## src/rtl/spi_resp_pkg.sv

```systemverilog
// Shared types and constants for the SPI memory responder.
// Opcodes follow the common serial flash READ/WRITE set.
package spi_resp_pkg;

  localparam logic [7:0] OP_READ  = 8'h03;
  localparam logic [7:0] OP_WRITE = 8'h02;

  typedef enum logic [2:0] {
    IDLE,
    CMD,
    ADDR,
    READ,
    WRITE,
    IGNORE
  } state_e;

endpackage

```

## src/rtl/spi_mem_responder_if.sv

```systemverilog
// Byte-wide memory request/acknowledge bus.
// master issues requests, slave acknowledges with read data.
interface spi_mem_responder_if #(
  parameter int AW = 16
) ();

  logic          mem_req;
  logic          mem_we;
  logic [AW-1:0] mem_addr;
  logic [7:0]    mem_wdata;
  logic          mem_ack;
  logic [7:0]    mem_rdata;

  modport master (
    output mem_req,
    output mem_we,
    output mem_addr,
    output mem_wdata,
    input  mem_ack,
    input  mem_rdata
  );

  modport slave (
    input  mem_req,
    input  mem_we,
    input  mem_addr,
    input  mem_wdata,
    output mem_ack,
    output mem_rdata
  );

endinterface

```

## src/rtl/spi_sync_edge.sv

```systemverilog
// Two-flop synchronizer with single-cycle rise/fall pulses
// taken from the synchronized level.
module spi_sync_edge #(
  parameter logic RST_VAL = 1'b0
) (
  input  logic clk,
  input  logic rst,
  input  logic d,
  output logic rise,
  output logic fall
);

  logic meta_q, sync_q, prev_q;

  always_ff @(posedge clk or posedge rst) begin
    if (rst) begin
      meta_q <= RST_VAL;
      sync_q <= RST_VAL;
      prev_q <= RST_VAL;
    end else begin
      meta_q <= d;
      sync_q <= meta_q;
      prev_q <= sync_q;
    end
  end

  assign rise = sync_q & ~prev_q;
  assign fall = ~sync_q & prev_q;

endmodule

```

## src/rtl/spi_mem_responder.sv

```systemverilog
// SPI mode-0 target bridging READ/WRITE frames onto a byte
// memory port; all SPI pins are oversampled on wb_clk.
module spi_mem_responder
  import spi_resp_pkg::*;
#(
  parameter int AW = 16
) (
  input  logic wb_clk,
  input  logic wb_rst,
  input  logic spi_sck,
  input  logic spi_ss,
  input  logic spi_mosi,
  output logic spi_miso,
  output logic spi_miso_oe,
  spi_mem_responder_if.master mem
);

  logic sck_rise, sck_fall, ss_rise, ss_fall;
  logic mosi_meta_q, mosi_q;

  spi_sync_edge #(.RST_VAL(1'b0)) u_sck (
    .clk  (wb_clk),
    .rst  (wb_rst),
    .d    (spi_sck),
    .rise (sck_rise),
    .fall (sck_fall)
  );

  spi_sync_edge #(.RST_VAL(1'b1)) u_ss (
    .clk  (wb_clk),
    .rst  (wb_rst),
    .d    (spi_ss),
    .rise (ss_rise),
    .fall (ss_fall)
  );

  state_e        state_q, state_d;
  logic [2:0]    bit_q, bit_d;
  logic [1:0]    abyte_q, abyte_d;
  logic [7:0]    rx_q, rx_d;
  logic [7:0]    tx_q, tx_d;
  logic [7:0]    buf_q, buf_d;
  logic          buf_vld_q, buf_vld_d;
  logic          first_q, first_d;
  logic          is_rd_q, is_rd_d;
  logic [AW-1:0] addr_q, addr_d;
  logic          req_q, req_d;
  logic          we_q, we_d;
  logic [7:0]    wdata_q, wdata_d;
  logic          miso_q, miso_d;
  logic          oe_q, oe_d;
  logic [7:0]    rx_byte, cur;

  always_comb begin
    state_d   = state_q;
    bit_d     = bit_q;
    abyte_d   = abyte_q;
    rx_d      = rx_q;
    tx_d      = tx_q;
    buf_d     = buf_q;
    buf_vld_d = buf_vld_q;
    first_d   = first_q;
    is_rd_d   = is_rd_q;
    addr_d    = addr_q;
    req_d     = req_q;
    we_d      = we_q;
    wdata_d   = wdata_q;
    miso_d    = miso_q;
    rx_byte   = {rx_q[6:0], mosi_q};
    cur       = tx_q;

    // First read byte goes straight to tx; later ones wait in buf
    if (req_q && mem.mem_ack) begin
      req_d  = 1'b0;
      addr_d = addr_q + 1'b1;
      if (!we_q) begin
        if (first_q) begin
          tx_d = mem.mem_rdata;
        end else begin
          buf_d     = mem.mem_rdata;
          buf_vld_d = 1'b1;
        end
      end
    end

    if (ss_rise) begin
      state_d   = IDLE;
      first_d   = 1'b0;
      buf_vld_d = 1'b0;
    end else begin
      unique case (state_q)
        IDLE: begin
          if (ss_fall) begin
            state_d = CMD;
            bit_d   = 3'd0;
          end
        end
        CMD: begin
          if (sck_rise) begin
            rx_d  = rx_byte;
            bit_d = bit_q + 3'd1;
            if (bit_q == 3'd7) begin
              abyte_d = 2'd0;
              is_rd_d = (rx_byte == OP_READ);
              if (rx_byte == OP_READ || rx_byte == OP_WRITE)
                state_d = ADDR;
              else
                state_d = IGNORE;
            end
          end
        end
        ADDR: begin
          if (sck_rise) begin
            addr_d = {addr_q[AW-2:0], mosi_q};
            bit_d  = bit_q + 3'd1;
            if (bit_q == 3'd7) begin
              abyte_d = abyte_q + 2'd1;
              if (abyte_q == 2'd2) begin
                state_d   = is_rd_q ? READ : WRITE;
                first_d   = is_rd_q;
                buf_vld_d = 1'b0;
                if (is_rd_q && !req_d) begin
                  req_d = 1'b1;
                  we_d  = 1'b0;
                end
              end
            end
          end
        end
        READ: begin
          if (sck_rise) begin
            bit_d = bit_q + 3'd1;
            if (bit_q == 3'd0 && !req_d) begin
              req_d = 1'b1;
              we_d  = 1'b0;
            end
          end else if (sck_fall) begin
            if (bit_q == 3'd0) begin
              // A missing prefetch leaves tx as-is: byte repeats
              cur = tx_d;
              if (!first_q && buf_vld_d) begin
                cur       = buf_d;
                buf_vld_d = 1'b0;
              end
              first_d = 1'b0;
              tx_d    = cur;
              miso_d  = cur[7];
            end else begin
              miso_d = tx_q[~bit_q];
            end
          end
        end
        WRITE: begin
          if (sck_rise) begin
            rx_d  = rx_byte;
            bit_d = bit_q + 3'd1;
            if (bit_q == 3'd7 && !req_d) begin
              req_d   = 1'b1;
              we_d    = 1'b1;
              wdata_d = rx_byte;
            end
          end
        end
        IGNORE: ;
        default: state_d = IDLE;
      endcase
    end

    oe_d = (state_d == READ);
    if (!oe_d) miso_d = 1'b0;
  end

  always_ff @(posedge wb_clk or posedge wb_rst) begin
    if (wb_rst) begin
      mosi_meta_q <= 1'b0;
      mosi_q      <= 1'b0;
      state_q     <= IDLE;
      bit_q       <= 3'd0;
      abyte_q     <= 2'd0;
      rx_q        <= 8'h00;
      tx_q        <= 8'h00;
      buf_q       <= 8'h00;
      buf_vld_q   <= 1'b0;
      first_q     <= 1'b0;
      is_rd_q     <= 1'b0;
      addr_q      <= '0;
      req_q       <= 1'b0;
      we_q        <= 1'b0;
      wdata_q     <= 8'h00;
      miso_q      <= 1'b0;
      oe_q        <= 1'b0;
    end else begin
      mosi_meta_q <= spi_mosi;
      mosi_q      <= mosi_meta_q;
      state_q     <= state_d;
      bit_q       <= bit_d;
      abyte_q     <= abyte_d;
      rx_q        <= rx_d;
      tx_q        <= tx_d;
      buf_q       <= buf_d;
      buf_vld_q   <= buf_vld_d;
      first_q     <= first_d;
      is_rd_q     <= is_rd_d;
      addr_q      <= addr_d;
      req_q       <= req_d;
      we_q        <= we_d;
      wdata_q     <= wdata_d;
      miso_q      <= miso_d;
      oe_q        <= oe_d;
    end
  end

  assign spi_miso      = miso_q;
  assign spi_miso_oe   = oe_q;
  assign mem.mem_req   = req_q;
  assign mem.mem_we    = we_q;
  assign mem.mem_addr  = addr_q;
  assign mem.mem_wdata = wdata_q;

endmodule

```

## src/flat_wrapper.sv

```systemverilog
// flat-port wrapper written by rule: the top's interface ports become plain ports
module spi_mem_responder_flat import spi_resp_pkg::*;
#(
  parameter int AW = 16
)
  (wb_clk, wb_rst, spi_sck, spi_ss, spi_mosi, spi_miso, spi_miso_oe, mem_mem_req, mem_mem_we, mem_mem_addr, mem_mem_wdata, mem_mem_ack, mem_mem_rdata);
  spi_mem_responder_if #(.AW(AW)) mem_i ();
  input  logic wb_clk;
  input  logic wb_rst;
  input  logic spi_sck;
  input  logic spi_ss;
  input  logic spi_mosi;
  output logic spi_miso;
  output logic spi_miso_oe;
  output wire logic [$bits(mem_i.mem_req)-1:0] mem_mem_req;
  output wire logic [$bits(mem_i.mem_we)-1:0] mem_mem_we;
  output wire logic [$bits(mem_i.mem_addr)-1:0] mem_mem_addr;
  output wire logic [$bits(mem_i.mem_wdata)-1:0] mem_mem_wdata;
  input wire logic [$bits(mem_i.mem_ack)-1:0] mem_mem_ack;
  input wire logic [$bits(mem_i.mem_rdata)-1:0] mem_mem_rdata;
  assign mem_mem_req = mem_i.mem_req;
  assign mem_mem_we = mem_i.mem_we;
  assign mem_mem_addr = mem_i.mem_addr;
  assign mem_mem_wdata = mem_i.mem_wdata;
  assign mem_i.mem_ack = mem_mem_ack;
  assign mem_i.mem_rdata = mem_mem_rdata;
  spi_mem_responder #(.AW(AW)) u_core (.wb_clk(wb_clk), .wb_rst(wb_rst), .spi_sck(spi_sck), .spi_ss(spi_ss), .spi_mosi(spi_mosi), .spi_miso(spi_miso), .spi_miso_oe(spi_miso_oe), .mem(mem_i));
endmodule
```

## config.mk

```make
export PLATFORM = sky130hd
export DESIGN_NAME = spi_mem_responder_flat
export DESIGN_NICKNAME = d
export VERILOG_FILES = /design/src/rtl/spi_resp_pkg.sv /design/src/rtl/spi_mem_responder_if.sv /design/src/rtl/spi_sync_edge.sv /design/src/rtl/spi_mem_responder.sv /design/src/flat_wrapper.sv
export SDC_FILE = /design/constraint.sdc
export NUM_CORES = 1
export LEC_CHECK = 0
export CAP_MARGIN = 15
export CORE_UTILIZATION = 55
export CTS_BUF_LIST = sky130_fd_sc_hd__clkbuf_4 sky130_fd_sc_hd__clkbuf_8
export CTS_CLUSTER_DIAMETER = 80
export DETAILED_ROUTE_END_ITERATION = 7
export GPL_TIMING_DRIVEN = 0
export HOLD_SLACK_MARGIN = 0.12
export PLACE_DENSITY = 0.88
export SLEW_MARGIN = 25
export SYNTH_ARGS = -nofsm -noshare
export SYNTH_HDL_FRONTEND = slang
export SYNTH_SLANG_ARGS = --single-unit
```

## constraint.sdc

```tcl
create_clock -name wb_clk -period 2.6 [get_ports wb_clk]
set_input_delay 0.39 -clock wb_clk [delete_from_list [all_inputs] [get_ports wb_clk]]
set_output_delay 0.39 -clock wb_clk [all_outputs]
set_load 0.01 [all_outputs]
```

# Word level (Yosys, flattened, before mapping)
# Index checks and enable logic that the tools add are counted.
# totals
register_bits,70
input_bits,14
output_inout_bits,28
wordCells,176
# op_classes
add_sub_neg,3
n_lt_le_gt_ge,1
n_eq_ne,32
muxes,82
n_bitwise,10
reduce_logical,25
# ops
operator,n
8-bit 2-to-1 mux,12
16-bit 2-to-1 mux,4
1-bit 2-to-1 mux,43
3-bit 2-to-1 mux,11
2-bit by 1-bit inequality test with 1-bit output (second input constant),13
16-bit by 1-bit adder with 16-bit output (second input constant),1
8-bit by 2-bit == test with 1-bit output (second input constant),2
4-bit AND reduction,4
3-bit by 1-bit inequality test with 1-bit output (second input constant),5
3-bit one-hot mux with 4 select lines,1
10-bit AND reduction,1
3-bit by 2-bit == test with 1-bit output (second input constant),3
3-bit == test (second input constant),3
2-bit 2-to-1 mux,4
7-bit AND reduction,1
3-bit zero test,2
2-bit inequality test (second input constant),3
1-bit one-hot mux with 3 select lines,2
3-bit one-hot mux with 2 select lines,1
6-bit AND reduction,1
3-bit nonzero test,2
1-bit logical AND,5
1-bit NOT,5
1-bit AND,4
17 further kinds,20

# Depth between registers and ports, before layout
# Gate-level depths: netlist (run 1).
# logic_depth
depth_word,11
mapped_depth,8
ltp_nobuf,7

# Hierarchy
# A second synthesis (run 1) with hierarchy kept.
# hier_totals
cells_unflattened,323
hier_area_um2,3542.1
# by_module_without_submodules
module,instances,cells_each,area_per_inst_um2,seq_area_each_um2
spi_mem_responder,1,311,3350.7,1601.5
spi_sync_edge at u_core.u_ss,1,6,97.6,78.8
spi_sync_edge at u_core.u_sck,1,6,93.8,75.1

# Worst setup path after synthesis (run 1)
# Ideal clock, no wire load.
# synth_timing
path_type,reg-to-reg
start,register u_core.bit_q[0]
end,register u_core.tx_q[0]
setup_ns,0.125
arrival_time_ns,2.025
path_slack_ns,0.450
path_stages_with_launch,8
synth_period_minus_slack_ns,2.150
cell_sequence,dfrtp_1 ha_1 ha_1 nand3b_1 a2111o_1 a32oi_4 o211ai_4 mux2_2
# synth_via
elab_chain_len,6
# synth_rtl
element,line,rtl
"start, declared",spi_mem_responder.sv:38,"logic [2:0] bit_q, bit_d;"
"start signal, assigned",spi_mem_responder.sv:196,bit_q <= bit_d;
3-bit zero test,spi_mem_responder.sv:138,if (bit_q == 3'd0) begin
8-bit 2-to-1 mux,spi_mem_responder.sv:138,
8-bit 2-to-1 mux,spi_mem_responder.sv:137,end else if (sck_fall) begin
8-bit 2-to-1 mux,spi_mem_responder.sv:131,if (sck_rise) begin
8-bit 2-to-1 mux,spi_mem_responder.sv:91,unique case (state_q)
8-bit 2-to-1 mux,spi_mem_responder.sv:86,if (ss_rise) begin
net u_core.tx_d[0],spi_mem_responder.sv:41,"logic [7:0] tx_q, tx_d;"
"end signal, assigned",spi_mem_responder.sv:199,tx_q <= tx_d;
"end, declared",spi_mem_responder.sv:41,
# The timed path passes the listed nets, and every way through them passes these cells.
# A chain may end at the register's enable or synchronous reset.

# Final worst setup path (run 1)
# layout_timing
start,register u_core.bit_q[1]
end,register u_core.tx_q[1]
# The elaborated chain is that of the path after synthesis.

==> impl_results.md, run 1 <==
- Worst setup path class: reg -> reg
- Pwr dens: 539 nW/um^2
- YS warnings: 0
- Synth area leaders: dfrtp_1 48%, mux2_2 13%, nand2_1 3.3%
- CP arrival: 2.70 ns
- Crit path required time: 2.83 ns
- Final hold viol count: 0
- I/O Pins: 42
- Skew-Pair Late Insertion Delay: 0.35 ns
- Tmin final: 2.46 ns
- CTS tree: done
- Final instance area: 4190 sq um
- Finished Layout Cells: 448
- Clock Pin Slew Worst Setup and Hold Paths: 0.07 ns
- Die X-Extent: 81.7 um
- Layout cells sized above 1: 0.196
- Avg Inst Size Synth: 11.1 sq um
- Net count after synthesis: 334
- Worst setup path endpoint: u_core.tx_q[1]$_DFF_PP0_
- Max-cap violation count: 0
- Resized cells post-CTS: 0
- Result of the run: complete, no violations
- Register area share after synthesis: 0.502
- Register share of total power: 0.544
- Peak fanout along the critical path: 8
- Placer Congestion: 0.893
- Slew margin rel.: 0.407
- Synth area leader: dfrtp_1
- Final Max Tran Viols: 0
- Die area: 6680 sq um
- Worst Tran Pin Value: 0.882 ns
- Largest net degree at the start of global routing: 42
- Dpl ws: 0.0164 ns
- RSZ-0062 raised after global routing: no
- Ant diodes: 0
- Initial drt markers: 251
- Clock share of power: 0.327
- Setup ws final: 0.138 ns
- #FFs+latches synth: 70
- Critical Path Sink Type: flip-flop
- Nets: 388
- Int Power: 1640 uW
- Cells after Synth: 315
- First-pass GRT wire length: 12000 um
- TritonCTS Sinks: 70
- Total gr overflow: 0
- VDD IR-drop max: 0.443 mV
- Worst Clk Skew: 0.00782 ns
- Final period util: 0.947
- FF-to-FF setup slack: 0.14 ns
- Setup tns final: 0 ns
- Initial antenna violation count: 0
- Final setup violation count: 0
- Routed Antenna Nets: 0
- Critical Path Start Type: flip-flop
- Net Sw Power: 622 uW
- Die Y: 81.7 um
- Wire length per cell: 16.2 um
- Root buf cell: clkbuf_8
- Total track usage: 0.240
- Synth cell types: 53
- Vias per Instance: 6.00
- Vias in the first global route: 2562
- Sw frac: 0.276
- TritonCTS buffer count: 9
- Overall power: 2260 uW
- Setup Buffers After CTS: 0
- H-tree depth: 3
- Pre-antenna DRT Iters: 4
- Port Buffers: 41
- Post-synthesis cell area: 3500 sq um
- Post-synth top area share: 0.480
- Crit Reg-Reg Endpoint: u_core.tx_q[1]$_DFF_PP0_
- Inst Count DP: 432
- Comb power frac: 0.129
- DP Area: 4020 sq um
- Row count: 28
- Layout area overhead: 19.8%
- Core area: 6030 sq um
- DRC Markers: 0
- EDFF count, synth: 0
- Vias: 2688
- Initial Util: 0.580
- WL final: 7280 um
- FF-to-FF path depth: 8
- Fmax: 0.406 GHz
- Reg2reg start: u_core.bit_q[1]$_DFFE_PP0P_
- Synth async-reset ratio: 1.00
- HPWL Detailed: 5100 um
- Hold Path Class: reg -> reg
- Crit path from: u_core.bit_q[1]$_DFFE_PP0P_
- CTS Buffer Depth: 2
- CTS Hold Bufs: 0
- Post-synth top flop: dfrtp_1
- Leak Pwr: 0.00184 uW
[power by group through the flow]
stage / Sequential (uW) / Clock, uW / Combinational, uW
detailed placement: 1250 / 0 / 292
finish: 1230 / 739 / 292
CTS: 1230 / 748 / 293
global placement: 1240 / 0 / 269
floorplan: 1230 / 0 / 201
global route: 1240 / 791 / 331
[worst min path at each step]
stage                                             start  depth (start not counted)  slack (ns)                       endpoint
after floorplan            u_core.mosi_meta_q$_DFF_PP0_                          0        0.33        u_core.mosi_q$_DFF_PP0_
after global placement    u_core.u_sck.meta_q$_DFF_PP0_                          0        0.33  u_core.u_sck.sync_q$_DFF_PP0_
after detailed placement   u_core.mosi_meta_q$_DFF_PP0_                          0        0.34        u_core.mosi_q$_DFF_PP0_
after CTS                  u_core.u_ss.meta_q$_DFF_PP1_                          0        0.36   u_core.u_ss.sync_q$_DFF_PP1_
after global routing       u_core.u_ss.meta_q$_DFF_PP1_                          0        0.36   u_core.u_ss.sync_q$_DFF_PP1_
final                      u_core.mosi_meta_q$_DFF_PP0_                          0        0.35        u_core.mosi_q$_DFF_PP0_
[cells in the final DEF, fill, tap and decap left out, drive strengths merged, types with 4 or more instances in the layout]
master / instances
a21oi: 21
and3: 5
buf: 8
clkbuf: 15
clkdlybuf4s50: 41
clkinv: 4
dfrtp: 67
ha: 5
inv: 11
mux2: 39
mux2i: 8
nand2: 31
nand2b: 7
nand3: 18
nand4: 6
nor2: 9
nor2b: 4
nor3b: 4
nor4: 4
o211ai: 6
o21ai: 15
xnor2: 4
[sequential cells by signal, summed over array words and instances (netlist names), 2 cells and up]
| name | count |
|---|---|
| u_core.buf_q | 8 |
| u_core.state_q | 3 |
| u_core.mem.mem_wdata | 8 |
| u_core.tx_q | 8 |
| u_core.abyte_q | 2 |
| u_core.bit_q | 3 |
| u_core.rx_q | 7 |
| u_core.mem.mem_addr | 16 |
[cell usage after synthesis (all sizes together) (2+ instances only)]
cell    count
buf         6
a21oi      21
a31oi       2
mux2i       8
mux2       39
nor3        2
dfstp       3
o31ai       3
nor2        9
nand4       6
o21a        2
nand2b      7
nor2b       4
nor3b       4
clkbuf      5
or2         2
and3        5
mux4        2
and3b       2
xnor2       4
dfrtp      67
xor2        3
o211ai      6
nand3      18
nor4        4
o21ai      15
ha          5
a211o       2
nand2      31
inv        11
[per-stage QoR]
stage                util  hold slack [ns]
floorplan               -            0.331
global placement    0.664            0.333
detailed placement  0.668            0.338
CTS                 0.694            0.359
global route        0.695            0.363
finish              0.695            0.354
[cells by family (layout without fill, tap and decap cells)]
| group | after synthesis | count (layout) | synth area share |
|---|---|---|---|
| adder cells (fa/ha/maj) | 5 | 5 | 0.0179 |
| multiplexers | 49 | 49 | 0.161 |
| flip-flops | 70 | 70 | 0.502 |
| XOR/XNOR | 7 | 7 | 0.0175 |
| buffers and inverters | 22 | 80 | 0.0258 |
| AO/OA/AOI/OAI | 64 | 64 | 0.128 |
| AND/OR/NAND/NOR | 98 | 98 | 0.147 |
[worst max-delay path: stages, from the launching register on]
cell and delay [ns]:
dfrtp_1 0.43, ha_1 0.18, ha_1 0.22, and3b_1 0.18, clkbuf_1 0.25, nand4_1 0.26, a32oi_4 0.31, o211ai_4 0.19
mux2_2 0.31
[routing by layer]
layer | up-vias | global-route usage | share of wire
met3 | 16 | 0.0700 | 0.055
met5 | - | 0 | 0
met4 | 0 | 0.111 | 0.020
met2 | 79 | 0.379 | 0.49
li1 | 1256 | - | -
met1 | 1337 | 0.306 | 0.44
[layout make-up]
type / instances / area (sq um)
fillers: 463 / 1840
inverters: 11 / 43.8
plain buffers: 11 / 48.8
clock buffers: 10 / 131
well taps: 75 / 93.8
repair buffers: 43 / 438
multi-input cells: 223 / 1650
flip-flops and latches: 70 / 1760
clock inverters: 5 / 27.5
(Power assumes the default switching activity.)
==> run 2, diff against run 1 <==
--- a/config.mk
+++ b/config.mk
@@ -6,13 +6,14 @@
 export NUM_CORES = 1
 export LEC_CHECK = 0
 export CAP_MARGIN = 15
+export CORE_MARGIN = 2
 export CORE_UTILIZATION = 55
 export CTS_BUF_LIST = sky130_fd_sc_hd__clkbuf_4 sky130_fd_sc_hd__clkbuf_8
 export CTS_CLUSTER_DIAMETER = 80
 export DETAILED_ROUTE_END_ITERATION = 7
 export GPL_TIMING_DRIVEN = 0
 export HOLD_SLACK_MARGIN = 0.12
-export PLACE_DENSITY = 0.88
+export PLACE_DENSITY = 0.75
 export SLEW_MARGIN = 25
 export SYNTH_ARGS = -nofsm -noshare
 export SYNTH_HDL_FRONTEND = slang
==> run 2 against run 1 <==
Effect of this change: sequential share of layout area shrank 0.73 points; flip-flop and latch count is the same; core utilization shrank 1.2 points; combinational power is essentially flat; design area grew 1.8%; clock-buffer cell count grew 2; clock skew shrank 0.00092 ns; fmax shrank 0.36%; global-route usage shrank 2.1 points.
==> impl_results.md, run 2 (same netlist as run 1, synthesis figures left out) <==
- I/O Pins: 42
- Initial antenna violation count: 0
- Nets: 389
- FF-to-FF setup slack: 0.13 ns
- Reg2reg start: u_core.bit_q[0]$_DFFE_PP0P_
- Max-cap violation count: 0
- Total gr overflow: 0
- FF-to-FF path depth: 7
- Port Buffers: 41
- Slew margin rel.: 0.435
- Crit path from: u_core.bit_q[0]$_DFFE_PP0P_
- Vias per Instance: 5.88
- Initial drt markers: 126
- Crit Reg-Reg Endpoint: u_core.tx_q[2]$_DFF_PP0_
- Vias: 2660
- Largest net degree at the start of global routing: 40
- Max FFs per register: 16
- First-pass GRT wire length: 12400 um
- Clock Pin Slew Worst Setup and Hold Paths: 0.07 ns
- Wire length per cell: 15.5 um
- Layout cells sized above 1: 0.200
- Commonest non-fill, non-tap cell in the layout: dfrtp_1
- Routed Antenna Nets: 0
- Die area: 7010 sq um
- CP arrival: 2.70 ns
- Crit path required time: 2.83 ns
- Worst Tran Pin Value: 0.841 ns
- DP Area: 4030 sq um
- Tmin final: 2.47 ns
- Setup ws final: 0.129 ns
- Die X-Extent: 83.7 um
- Root buf cell: clkbuf_8
- Initial Util: 0.560
- WL final: 7000 um
- Final hold viol count: 0
- Skew-Pair Late Insertion Delay: 0.34 ns
- Leak Pwr: 0.00188 uW
- Critical Path Start Type: flip-flop
- Ant diodes: 0
- Worst Clk Skew: 0.00690 ns
- Filler Cells Inserted: 490
- Peak fanout along the critical path: 8
- VDD IR-drop max: 0.369 mV
- Layout area overhead: 21.9%
- Total track usage: 0.219
- Final Max Tran Viols: 0
- Vias in the first global route: 2726
- Final instance area: 4260 sq um
- TritonCTS buffer count: 9
- Final period util: 0.950
- Worst setup path class: reg -> reg
- Setup tns final: 0 ns
- Row count: 29
- CTS Hold Bufs: 0
- Pwr dens: 584 nW/um^2
- Core area: 6240 sq um
- Die Y: 83.7 um
- Most frequent cells in the layout: 67 x dfrtp_1, 41 x clkdlybuf4s50_1, 39 x mux2_2, 31 x nand2_1, 21 x a21oi_1
- Result of the run: complete, no violations
- DRC Markers: 0
- Worst setup path endpoint: u_core.tx_q[2]$_DFF_PP0_
- Final setup violation count: 0
- Pre-antenna DRT Iters: 4
- Fmax: 0.405 GHz
- CTS Buffer Depth: 2
- Critical Path Sink Type: flip-flop
- HPWL Detailed: 4940 um
- H-tree depth: 3
- CTS tree: done
- Hold Path Class: reg -> reg
- TritonCTS Sinks: 70
- Placer Congestion: 0.876
- Hold Slack: 0.357 ns
- Dpl ws: 0.102 ns
[run 2: cell types whose count changed in the layout (fill, tap and decap cells not counted), sizes merged]
cell / before / now
buf: 8 / 9
bufinv: 0 / 2
clkbuf: 15 / 17
clkinv: 4 / 2
clkinvlp: 1 / 0
[run 2: what timing repair did]
action | in CTS | in global routing
setup endpoints to repair | 0 | 8
buffers inserted | 0 | 2
gates resized for setup | 0 | 0
[run 2: routing by layer]
metal | global-route usage | share of wire | up-vias
li1 | - | - | 1260
met1 | 0.285 | 0.44 | 1313
met2 | 0.353 | 0.49 | 73
met3 | 0.0386 | 0.039 | 14
met4 | 0.113 | 0.023 | 0
met5 | 0 | 0 | -
[run 2: area by class of cell]
type                            count  area (sq um)  area share
Buffer                             11          48.8      0.0114
Clock buffer                       12           153      0.0358
Clock inverter                      4          70.1      0.0164
Inverter                           11          43.8      0.0103
Multi-Input combinational cell    223          1650       0.387
Sequential cell                    70          1760       0.412
Tap cell                           77          96.3      0.0226
Timing Repair Buffer               44           445       0.104
[run 2: worst min path at each step]
stage	startpoint	endpoint	slack (ns)	cells past startpoint
4_1_cts	u_core.u_ss.meta_q$_DFF_PP1_	u_core.u_ss.sync_q$_DFF_PP1_	0.36	0
3_3_place_gp	u_core.u_sck.meta_q$_DFF_PP0_	u_core.u_sck.sync_q$_DFF_PP0_	0.33	0
6_report	u_core.u_ss.meta_q$_DFF_PP1_	u_core.u_ss.sync_q$_DFF_PP1_	0.36	0
3_5_place_dp	u_core.u_ss.meta_q$_DFF_PP1_	u_core.u_ss.sync_q$_DFF_PP1_	0.35	0
5_1_grt	u_core.u_ss.meta_q$_DFF_PP1_	u_core.u_ss.sync_q$_DFF_PP1_	0.36	0
2_1_floorplan	u_core.mosi_meta_q$_DFF_PP0_	u_core.mosi_q$_DFF_PP0_	0.33	0
[run 2: power by group]
group | switching [uW] | internal (uW) | total [uW]
clock network | 391 | 585 | 975
registers | 69.1 | 1160 | 1230
logic | 154 | 135 | 289
total | 614 | 1880 | 2490
[run 2: critical path, stage by stage, from the launching register on]
cell,delay (ns)
dfrtp_1,0.44
ha_1,0.19
ha_1,0.21
nand3b_1,0.18
a2111o_1,0.49
a32oi_4,0.34
o211ai_4,0.20
mux2_2,0.32
[run 2: metrics by stage]
step	cells	utilization	power, uW
2_1_floorplan	315	-	1430
3_3_place_gp	433	0.641	1520
3_5_place_dp	434	0.645	1540
4_1_cts	450	0.681	2520
5_1_grt	452	0.683	2610
6_report	452	0.683	2490
==> run 3, diff against run 2 <==
--- a/config.mk
+++ b/config.mk
@@ -18,3 +18,4 @@
 export SYNTH_ARGS = -nofsm -noshare
 export SYNTH_HDL_FRONTEND = slang
 export SYNTH_SLANG_ARGS = --single-unit
+export TNS_END_PERCENT = 10
==> results of run 3 <==
The final DEF is identical to that of run 2; final timing and power are the same.
